===== src/rtl/cassette_rec_pkg.sv =====
// cassette_rec_pkg: constants and state encodings shared by the cassette
// recorder and its sampler (ADDR_W is also what the tape player uses).
package cassette_rec_pkg;

    localparam int unsigned CR_ADDR_W     = 25;
    localparam logic [15:0] CR_SAMPLE_DIV = 16'd185;  // must match square_gen bit period

    typedef enum logic [2:0] {
        ST_IDLE    = 3'd0,
        ST_ARM     = 3'd1,
        ST_SAMPLE  = 3'd2,
        ST_WRITE   = 3'd3,
        ST_WAITACK = 3'd4,
        ST_FULL    = 3'd5
    } cr_state_e;

    // Reported on status while the most recent byte was dropped.
    localparam logic [2:0] CR_STATUS_OVERRUN = 3'd7;

endpackage


===== src/rtl/cassette_rec_tape_sampler.sv =====
// tape_sampler: bit-rate divider, mid-bit sampling of din and MSB-first
// byte assembly.
//   clk, reset  : system clock, async active-high reset
//   clr, start  : clear divider/shift/bit count (start also re-phases the divider)
//   run         : advance the divider and sample
//   din         : cassette-out level
//   byte_valid  : one-cycle pulse when byte_out holds a fresh complete byte
//   byte_out    : last complete byte (stable until the next one completes)
//   shift       : byte in progress, unfilled low bits are zero
//   bitcnt      : samples taken into shift (0..7)
module tape_sampler
    import cassette_rec_pkg::*;
#(
    parameter logic [15:0] SAMPLE_DIV = CR_SAMPLE_DIV
) (
    input  logic       clk,
    input  logic       reset,
    input  logic       clr,
    input  logic       start,
    input  logic       run,
    input  logic       din,
    output logic       byte_valid,
    output logic [7:0] byte_out,
    output logic [7:0] shift,
    output logic [3:0] bitcnt
);

    localparam logic [15:0] MID = SAMPLE_DIV >> 1;

    logic [15:0] div_q, div_d;
    logic [3:0]  bitcnt_q, bitcnt_d;
    logic [7:0]  shift_q, shift_d;
    logic [7:0]  byte_q, byte_d;
    logic        valid_q, valid_d;

    always_comb begin
        div_d    = div_q;
        bitcnt_d = bitcnt_q;
        shift_d  = shift_q;
        byte_d   = byte_q;
        valid_d  = 1'b0;
        if (clr || start) begin
            div_d    = '0;
            bitcnt_d = '0;
            shift_d  = '0;
        end else if (run) begin
            div_d = (div_q == SAMPLE_DIV - 16'd1) ? 16'd0 : div_q + 16'd1;
            if (div_q == MID) begin
                // Bits land from bit 7 downward so a partial byte is already
                // zero-padded in its low bits.
                shift_d[3'd7 - bitcnt_q[2:0]] = din;
                if (bitcnt_q == 4'd7) begin
                    byte_d   = shift_d;
                    shift_d  = '0;
                    bitcnt_d = '0;
                    valid_d  = 1'b1;
                end else begin
                    bitcnt_d = bitcnt_q + 4'd1;
                end
            end
        end
    end

    always_ff @(posedge clk or posedge reset) begin
        if (reset) begin
            div_q    <= '0;
            bitcnt_q <= '0;
            shift_q  <= '0;
            byte_q   <= '0;
            valid_q  <= 1'b0;
        end else begin
            div_q    <= div_d;
            bitcnt_q <= bitcnt_d;
            shift_q  <= shift_d;
            byte_q   <= byte_d;
            valid_q  <= valid_d;
        end
    end

    assign byte_valid = valid_q;
    assign byte_out   = byte_q;
    assign shift      = shift_q;
    assign bitcnt     = bitcnt_q;

endmodule


===== src/rtl/cassette_rec.sv =====
// cassette_rec: records the ULA cassette-out line into the SDRAM tape buffer
// at the square_gen bit rate so the player replays it bit-exactly.
//   clk, reset       : system clock, async active-high reset
//   en               : record enable; recording starts on a rising edge only
//   rewind           : any toggle restarts at address 0 (beats everything)
//   din              : cassette-out level
//   tape_max         : last writable byte address
//   sdram_addr/data  : write address / data
//   sdram_wr         : write request, held until sdram_ack
//   sdram_ack        : one-cycle write-complete pulse
//   tape_end         : address of the last byte written
//   status           : state encoding, 7 while a byte has just been dropped
module cassette_rec
    import cassette_rec_pkg::*;
#(
    parameter logic [15:0] SAMPLE_DIV = CR_SAMPLE_DIV,
    parameter int unsigned ADDR_W     = CR_ADDR_W
) (
    input  logic              clk,
    input  logic              reset,
    input  logic              en,
    input  logic              rewind,
    input  logic              din,
    input  logic [ADDR_W-1:0] tape_max,
    output logic [ADDR_W-1:0] sdram_addr,
    output logic [7:0]        sdram_data,
    output logic              sdram_wr,
    input  logic              sdram_ack,
    output logic [ADDR_W-1:0] tape_end,
    output logic [2:0]        status
);

    cr_state_e         state_q, state_d;
    logic [ADDR_W-1:0] addr_q, addr_d, tape_end_q, tape_end_d;
    logic [7:0]        data_q, data_d;
    logic              wr_q, wr_d;
    logic              stop_q, stop_d;    // en has fallen: finish writes, then IDLE
    logic              flush_q, flush_d;  // next WRITE sends the partial byte
    logic              ovr_q, ovr_d;
    logic              en_q, rew_q, din_q;

    logic       smp_clr, smp_start, smp_run, smp_valid;
    logic [7:0] smp_byte, smp_shift;
    logic [3:0] smp_bitcnt;

    wire en_rise  = en & ~en_q;
    wire en_fall  = ~en & en_q;
    wire rew_edge = rewind ^ rew_q;
    wire din_edge = din ^ din_q;

    // Sampling keeps running while a write is outstanding; the sampler's
    // shift register is the second half of the double buffer.
    assign smp_run = !stop_q && (state_q == ST_SAMPLE || state_q == ST_WRITE ||
                                 state_q == ST_WAITACK);

    tape_sampler #(.SAMPLE_DIV(SAMPLE_DIV)) u_sampler (
        .clk        (clk),
        .reset      (reset),
        .clr        (smp_clr),
        .start      (smp_start),
        .run        (smp_run),
        .din        (din),
        .byte_valid (smp_valid),
        .byte_out   (smp_byte),
        .shift      (smp_shift),
        .bitcnt     (smp_bitcnt)
    );

    always_comb begin
        state_d    = state_q;
        addr_d     = addr_q;
        tape_end_d = tape_end_q;
        data_d     = data_q;
        wr_d       = wr_q;
        stop_d     = stop_q;
        flush_d    = flush_q;
        ovr_d      = ovr_q;
        smp_clr    = 1'b0;
        smp_start  = 1'b0;
        if (rew_edge) begin
            state_d    = ST_IDLE;
            addr_d     = '0;
            tape_end_d = '0;
            wr_d       = 1'b0;
            stop_d     = 1'b0;
            flush_d    = 1'b0;
            ovr_d      = 1'b0;
            smp_clr    = 1'b1;
        end else begin
            if (en_fall) stop_d = 1'b1;
            // A byte completing while the previous write is still unacked is lost.
            if (smp_valid) ovr_d = (state_q == ST_WAITACK) && !sdram_ack;
            case (state_q)
                ST_IDLE: if (en_rise) state_d = ST_ARM;
                ST_ARM: begin
                    if (en_fall) begin
                        state_d = ST_IDLE;
                    end else if (din_edge) begin
                        smp_start = 1'b1;
                        state_d   = ST_SAMPLE;
                    end
                end
                ST_SAMPLE: begin
                    if (smp_valid) begin
                        state_d = ST_WRITE;
                    end else if (en_fall) begin
                        flush_d = (smp_bitcnt != 4'd0);
                        state_d = (smp_bitcnt != 4'd0) ? ST_WRITE : ST_IDLE;
                    end
                end
                ST_WRITE: begin
                    data_d  = flush_q ? smp_shift : smp_byte;
                    smp_clr = flush_q;
                    flush_d = 1'b0;
                    wr_d    = 1'b1;
                    state_d = ST_WAITACK;
                end
                ST_WAITACK: begin
                    if (sdram_ack) begin
                        wr_d       = 1'b0;
                        tape_end_d = addr_q;
                        if (addr_q == tape_max) begin
                            state_d = stop_d ? ST_IDLE : ST_FULL;
                        end else begin
                            addr_d = addr_q + ADDR_W'(1);
                            if (smp_valid) begin
                                state_d = ST_WRITE;
                            end else if (stop_d) begin
                                flush_d = (smp_bitcnt != 4'd0);
                                state_d = (smp_bitcnt != 4'd0) ? ST_WRITE : ST_IDLE;
                            end else begin
                                state_d = ST_SAMPLE;
                            end
                        end
                    end
                end
                ST_FULL: if (en_fall) state_d = ST_IDLE;
                default: state_d = ST_IDLE;
            endcase
            if (state_d == ST_IDLE) begin
                stop_d  = 1'b0;
                flush_d = 1'b0;
                ovr_d   = 1'b0;
            end
        end
    end

    always_ff @(posedge clk or posedge reset) begin
        if (reset) begin
            state_q    <= ST_IDLE;
            addr_q     <= '0;
            tape_end_q <= '0;
            data_q     <= '0;
            wr_q       <= 1'b0;
            stop_q     <= 1'b0;
            flush_q    <= 1'b0;
            ovr_q      <= 1'b0;
            en_q       <= 1'b0;
            rew_q      <= 1'b0;
            din_q      <= 1'b0;
        end else begin
            state_q    <= state_d;
            addr_q     <= addr_d;
            tape_end_q <= tape_end_d;
            data_q     <= data_d;
            wr_q       <= wr_d;
            stop_q     <= stop_d;
            flush_q    <= flush_d;
            ovr_q      <= ovr_d;
            en_q       <= en;
            rew_q      <= rewind;
            din_q      <= din;
        end
    end

    assign sdram_addr = addr_q;
    assign sdram_data = data_q;
    assign sdram_wr   = wr_q;
    assign tape_end   = tape_end_q;
    assign status     = ovr_q ? CR_STATUS_OVERRUN : state_q;

endmodule


===== config.mk =====
export PLATFORM = sky130hd
export DESIGN_NAME = cassette_rec
export DESIGN_NICKNAME = d
export VERILOG_FILES = /design/src/rtl/cassette_rec_pkg.sv /design/src/rtl/cassette_rec_tape_sampler.sv /design/src/rtl/cassette_rec.sv
export SDC_FILE = /design/constraint.sdc
export NUM_CORES = 1
export LEC_CHECK = 0
export BUFFER_PORTS_ARGS = -buffer_cell sky130_fd_sc_hd__buf_2
export CAP_MARGIN = 5
export CORE_UTILIZATION = 32
export CTS_BUF_LIST = sky130_fd_sc_hd__clkbuf_8
export DETAILED_ROUTE_END_ITERATION = 6
export MAX_ROUTING_LAYER = met4
export RECOVER_POWER = 50
export SYNTH_ARGS = -nofsm -noshare
export SYNTH_HDL_FRONTEND = slang
export SYNTH_SLANG_ARGS = --single-unit

===== constraint.sdc =====
create_clock -name clk -period 8.8 [get_ports clk]
set_clock_uncertainty 0.1 [all_clocks]
set_input_delay 0 -clock clk [delete_from_list [all_inputs] [get_ports clk]]
set_output_delay 0 -clock clk [all_outputs]
set_load 0.03 [all_outputs]

==> impl_metrics.py <==
metrics = {
    "detailed_routing": {
        "vias": 4567,
        "firstDrtPassIters": 4,
        "final_antenna_net_count": 0,
        "routed_via_density": 5.10,
        "wirelength_um": 14000,
        "drc": 0,
        "drt_iter0_drc": 232,
        "wl_per_cell_um": 15.7,
    },
    "grt": {
        "grt_pass1_wl_um": 22700,
        "grt_usage_pct": 16.6,
        "use_met1_pct": 21.2,
        "antenna_found_initial": 0,
        "grt_overflow": 0,
        "top_usage_layer": "met2",
        "grt_pass1_vias": 4357,
        "grtUsageMet3_pct": 3.61,
        "grt_max_degree": 73,
        "grt_use_met2_pct": 25.9,
    },
    "layout": {
        "fill_cells": 1719,
        "postLayoutCoreUtil_pct": 37.9,
        "regArea_sq_mm": 0.00263,
        "syn_to_final_growth_pct": 14.6,
        "num-nets-final": 707,
        "multiInputGateArea_sq_mm": 0.00276,
        "drive_above_1_share_pct": 8.28,
        "fin_cells": 896,
        "diodes": 0,
    },
    "synth": {
        "avgSynthCellArea_sq_um": 9.39,
        "synth_edf_count": 0,
        "yosys.area.top_type": "dfrtp_1",
        "synth_warnings": 0,
        "netlist_instances": 589,
        "synthesis.area_sq_mm": 0.00553,
        "ys_async_sr_fraction_pct": 100,
        "synth_area_leaders": "dfrtp_1 (48%), xor2_1 (7.3%), nand2_1 (6.3%)",
        "yosysSeqAreaShare_pct": 47.5,
        "yosysTopAreaCellShare_pct": 47.5,
        "syn_nets": 625,
        "synth_seq_cells": 105,
        "yosys_most_used_dff": "dfrtp_1",
        "ys_types": 59,
    },
    "clocking": {
        "cts.sinks": 105,
        "path_clk_slew_ns": 0.10,
        "cts_tree": "done",
        "cts_buffer_depth": 2,
        "h-tree-depth": 3,
        "cts_root_buf": "clkbuf_8",
        "numCtsBuffers": 9,
        "clk_latency_ns": 0.39,
    },
    "worst_setup_path": {
        "path_common_cell": "clkbuf_1",
        "worstPathMaxFanout": 72,
        "worstPathArrival_ns": 4.32,
        "rr_startpoint": "sdram_addr[17]",
        "crit_type": "in -> async",
        "r2r_cells": 6,
        "critPathLaunch": "reset",
        "cp-end-kind": "asynchronous set/reset pin",
        "path_cells": "dlygate4sd3_1 > clkbuf_1 > clkinvlp_2 > clkbuf_1",
        "cpPeakStageDelay_ns": 2.73,
        "critPathSlowestCell": "clkbuf_1",
        "r2r_slack_ns": 5.75,
        "start_kind": "input port",
        "r2r-end": "sdram_addr[9]",
        "crit_required_ns": 8.34,
    },
    "sta": {
        "fin_crit_sh_pct": 54.2,
        "setup_violations": 0,
        "worst_pin_slew_ns": 3.81,
        "slew_headroom_pct": -154,
        "fmax_ghz": 0.210,
        "rsz0062_at_grt": "no",
        "fin_crit_ns": 4.77,
        "slew_violations": 108,
        "tns_ns": 0,
        "hold_viol_final": 0,
    },
    "floorplanning": {
        "die_area_sq_mm": 0.0178,
        "io_pins": 93,
        "fp-row-count": 47,
        "die_w_um": 133,
        "core_sq_mm": 0.0167,
        "die_h_um": 133,
        "initial_core_util_pct": 33.1,
    },
    "place": {
        "port_buffers": 92,
        "dp_hpwl_um": 9650,
        "place_inst": 875,
        "gp_congestion": 0.812,
    },
    "min_path": {
        "holdPathStages": 6,
        "min_from": "tape_max[10]",
        "hold_class": "in -> reg",
        "worstHoldEndpoint": "state_q[2]",
    },
    "pwr": {
        "p_leak_nw": 2.66,
        "vdd_drop_max_mv": 0.0615,
        "p_total_w": 0.000856,
        "swShare_pct": 26.8,
        "p_int_w": 0.000626,
        "power_density_mw_per_mm2": 135,
        "switching_power_w": 0.000230,
        "p_comb_share_pct": 8.2,
        "clkPwrFrac_pct": 34.7,
        "p_seq_share_pct": 57.1,
    },
    "run_status": {
        "outcome": "complete, but fails checks",
        "violations": "capacitance limit, slew limit",
    },
    "run": {
        "drv_cap": 2,
    },
}
[kinds of logic (layout without fill, tap and decap cells)]
logic type / Yosys count / in the layout / synth area share, %
simple gates: 239 / 239 / 21.7
compound gates: 130 / 130 / 14.9
flops: 105 / 105 / 47.5
xor+xnor: 49 / 49 / 7.76
buf+inv: 39 / 126 / 2.99
mux: 22 / 22 / 4.01
fa+ha+maj: 5 / 5 / 1.13
[sequential cells by signal (all words and copies together), names as in the netlist, 3 cells and up]
signal              flops
sdram_addr             25
sdram_data              8
state_q                 3
tape_end               25
u_sampler.bitcnt        4
u_sampler.byte_out      8
u_sampler.div_q        16
u_sampler.shift         8
[layout by cell type (no fill, tap or decap), types with 19 or more instances in the layout]
cell type  Yosys  routed
nand2_1       93      93
buf_2          9      26
nand3_1       19      19
clkbuf_1      17      68
xor2_1        46      45
o21ai_0       26      26
dfrtp_1      105     105
mux2i_1       21      21
a21oi_1       47      47
nor2_1        43      42
[power groups by stage]
| stage | sequential, W | combinational [W] | clock, W |
|---|---|---|---|
| 4_1_cts | 0.000489 | 0.0000730 | 0.000308 |
| 6_report | 0.000489 | 0.0000700 | 0.000297 |
| 3_5_place_dp | 0.000498 | 0.0000707 | 0 |
| 3_3_place_gp | 0.000498 | 0.0000713 | 0 |
| 5_1_grt | 0.000489 | 0.0000789 | 0.000325 |
| 2_1_floorplan | 0.000497 | 0.0000482 | 0 |
[synth_stat cells (all sizes together), types with 2 or more instances]
master,count
clkbuf,17
buf,13
a21o,5
o32ai,2
or4,5
nand3,19
a211oi,2
nor4b,2
nor2b,4
and2,5
a2111oi,2
nor2,43
nand3b,2
nand2,93
xor2,46
or2,4
and3,15
dfrtp,105
ha,5
inv,9
nor4,10
nor3,8
nand4,2
or3,4
xnor2,3
o31ai,16
o21ai,33
o2111ai,4
a21oi,48
nor4bb,3
nor3b,2
mux2i,21
nand2b,7
and4,6
o211ai,8
[cell type report]
| class | count | share of cell area (%) |
|---|---|---|
| multi-input combinational | 445 | 43.5 |
| timing repair buffer | 101 | 7.11 |
| sequential | 105 | 41.5 |
| clock buffer | 11 | 2.39 |
| inverter | 9 | 0.553 |
| tap | 220 | 4.34 |
| clock inverter | 5 | 0.632 |
[per-layer routing]
layer	wire length (um)	vias up	part of all wire (%)
li1	-	2251	-
met5	0	-	0
met3	637	14	4.5
met4	161	0	1.1
met1	6680	2196	48
met2	6550	106	47
[worst max-delay path by stage]
stage	endpoint	slack, ns
2_1_floorplan	din_q	5.94
5_1_grt	sdram_addr[23]	2.96
6_report	u_sampler.shift[5]	4.03
4_1_cts	sdram_addr[9]	5.79
3_5_place_dp	u_sampler.bitcnt[3]	5.81
3_3_place_gp	u_sampler.bitcnt[3]	5.83
[what timing repair did]
action,CTS,global route
setup buffers,0,0
endpoints found under the hold margin,43,0
gates resized for setup,0,0
hold buffers,5,0
[metrics by stage]
step                      setup slack, ns  hold WS (ns)  area [sq um]
after detailed placement             5.81       -0.0543          6190
after CTS                            5.79        0.0467          6430
after global placement               5.83       -0.0535          6190
after global routing                 2.96         0.259          6340
final                                4.03         0.267          6340
after floorplan                      5.94       -0.0686          5530
[worst max-delay path, delay by kind of cell]
| family | cells | cell delay [ns] |
|---|---|---|
| buf+inv | 4 | 4.23 |
No activity file was read; power rests on OpenSTA's default activity.
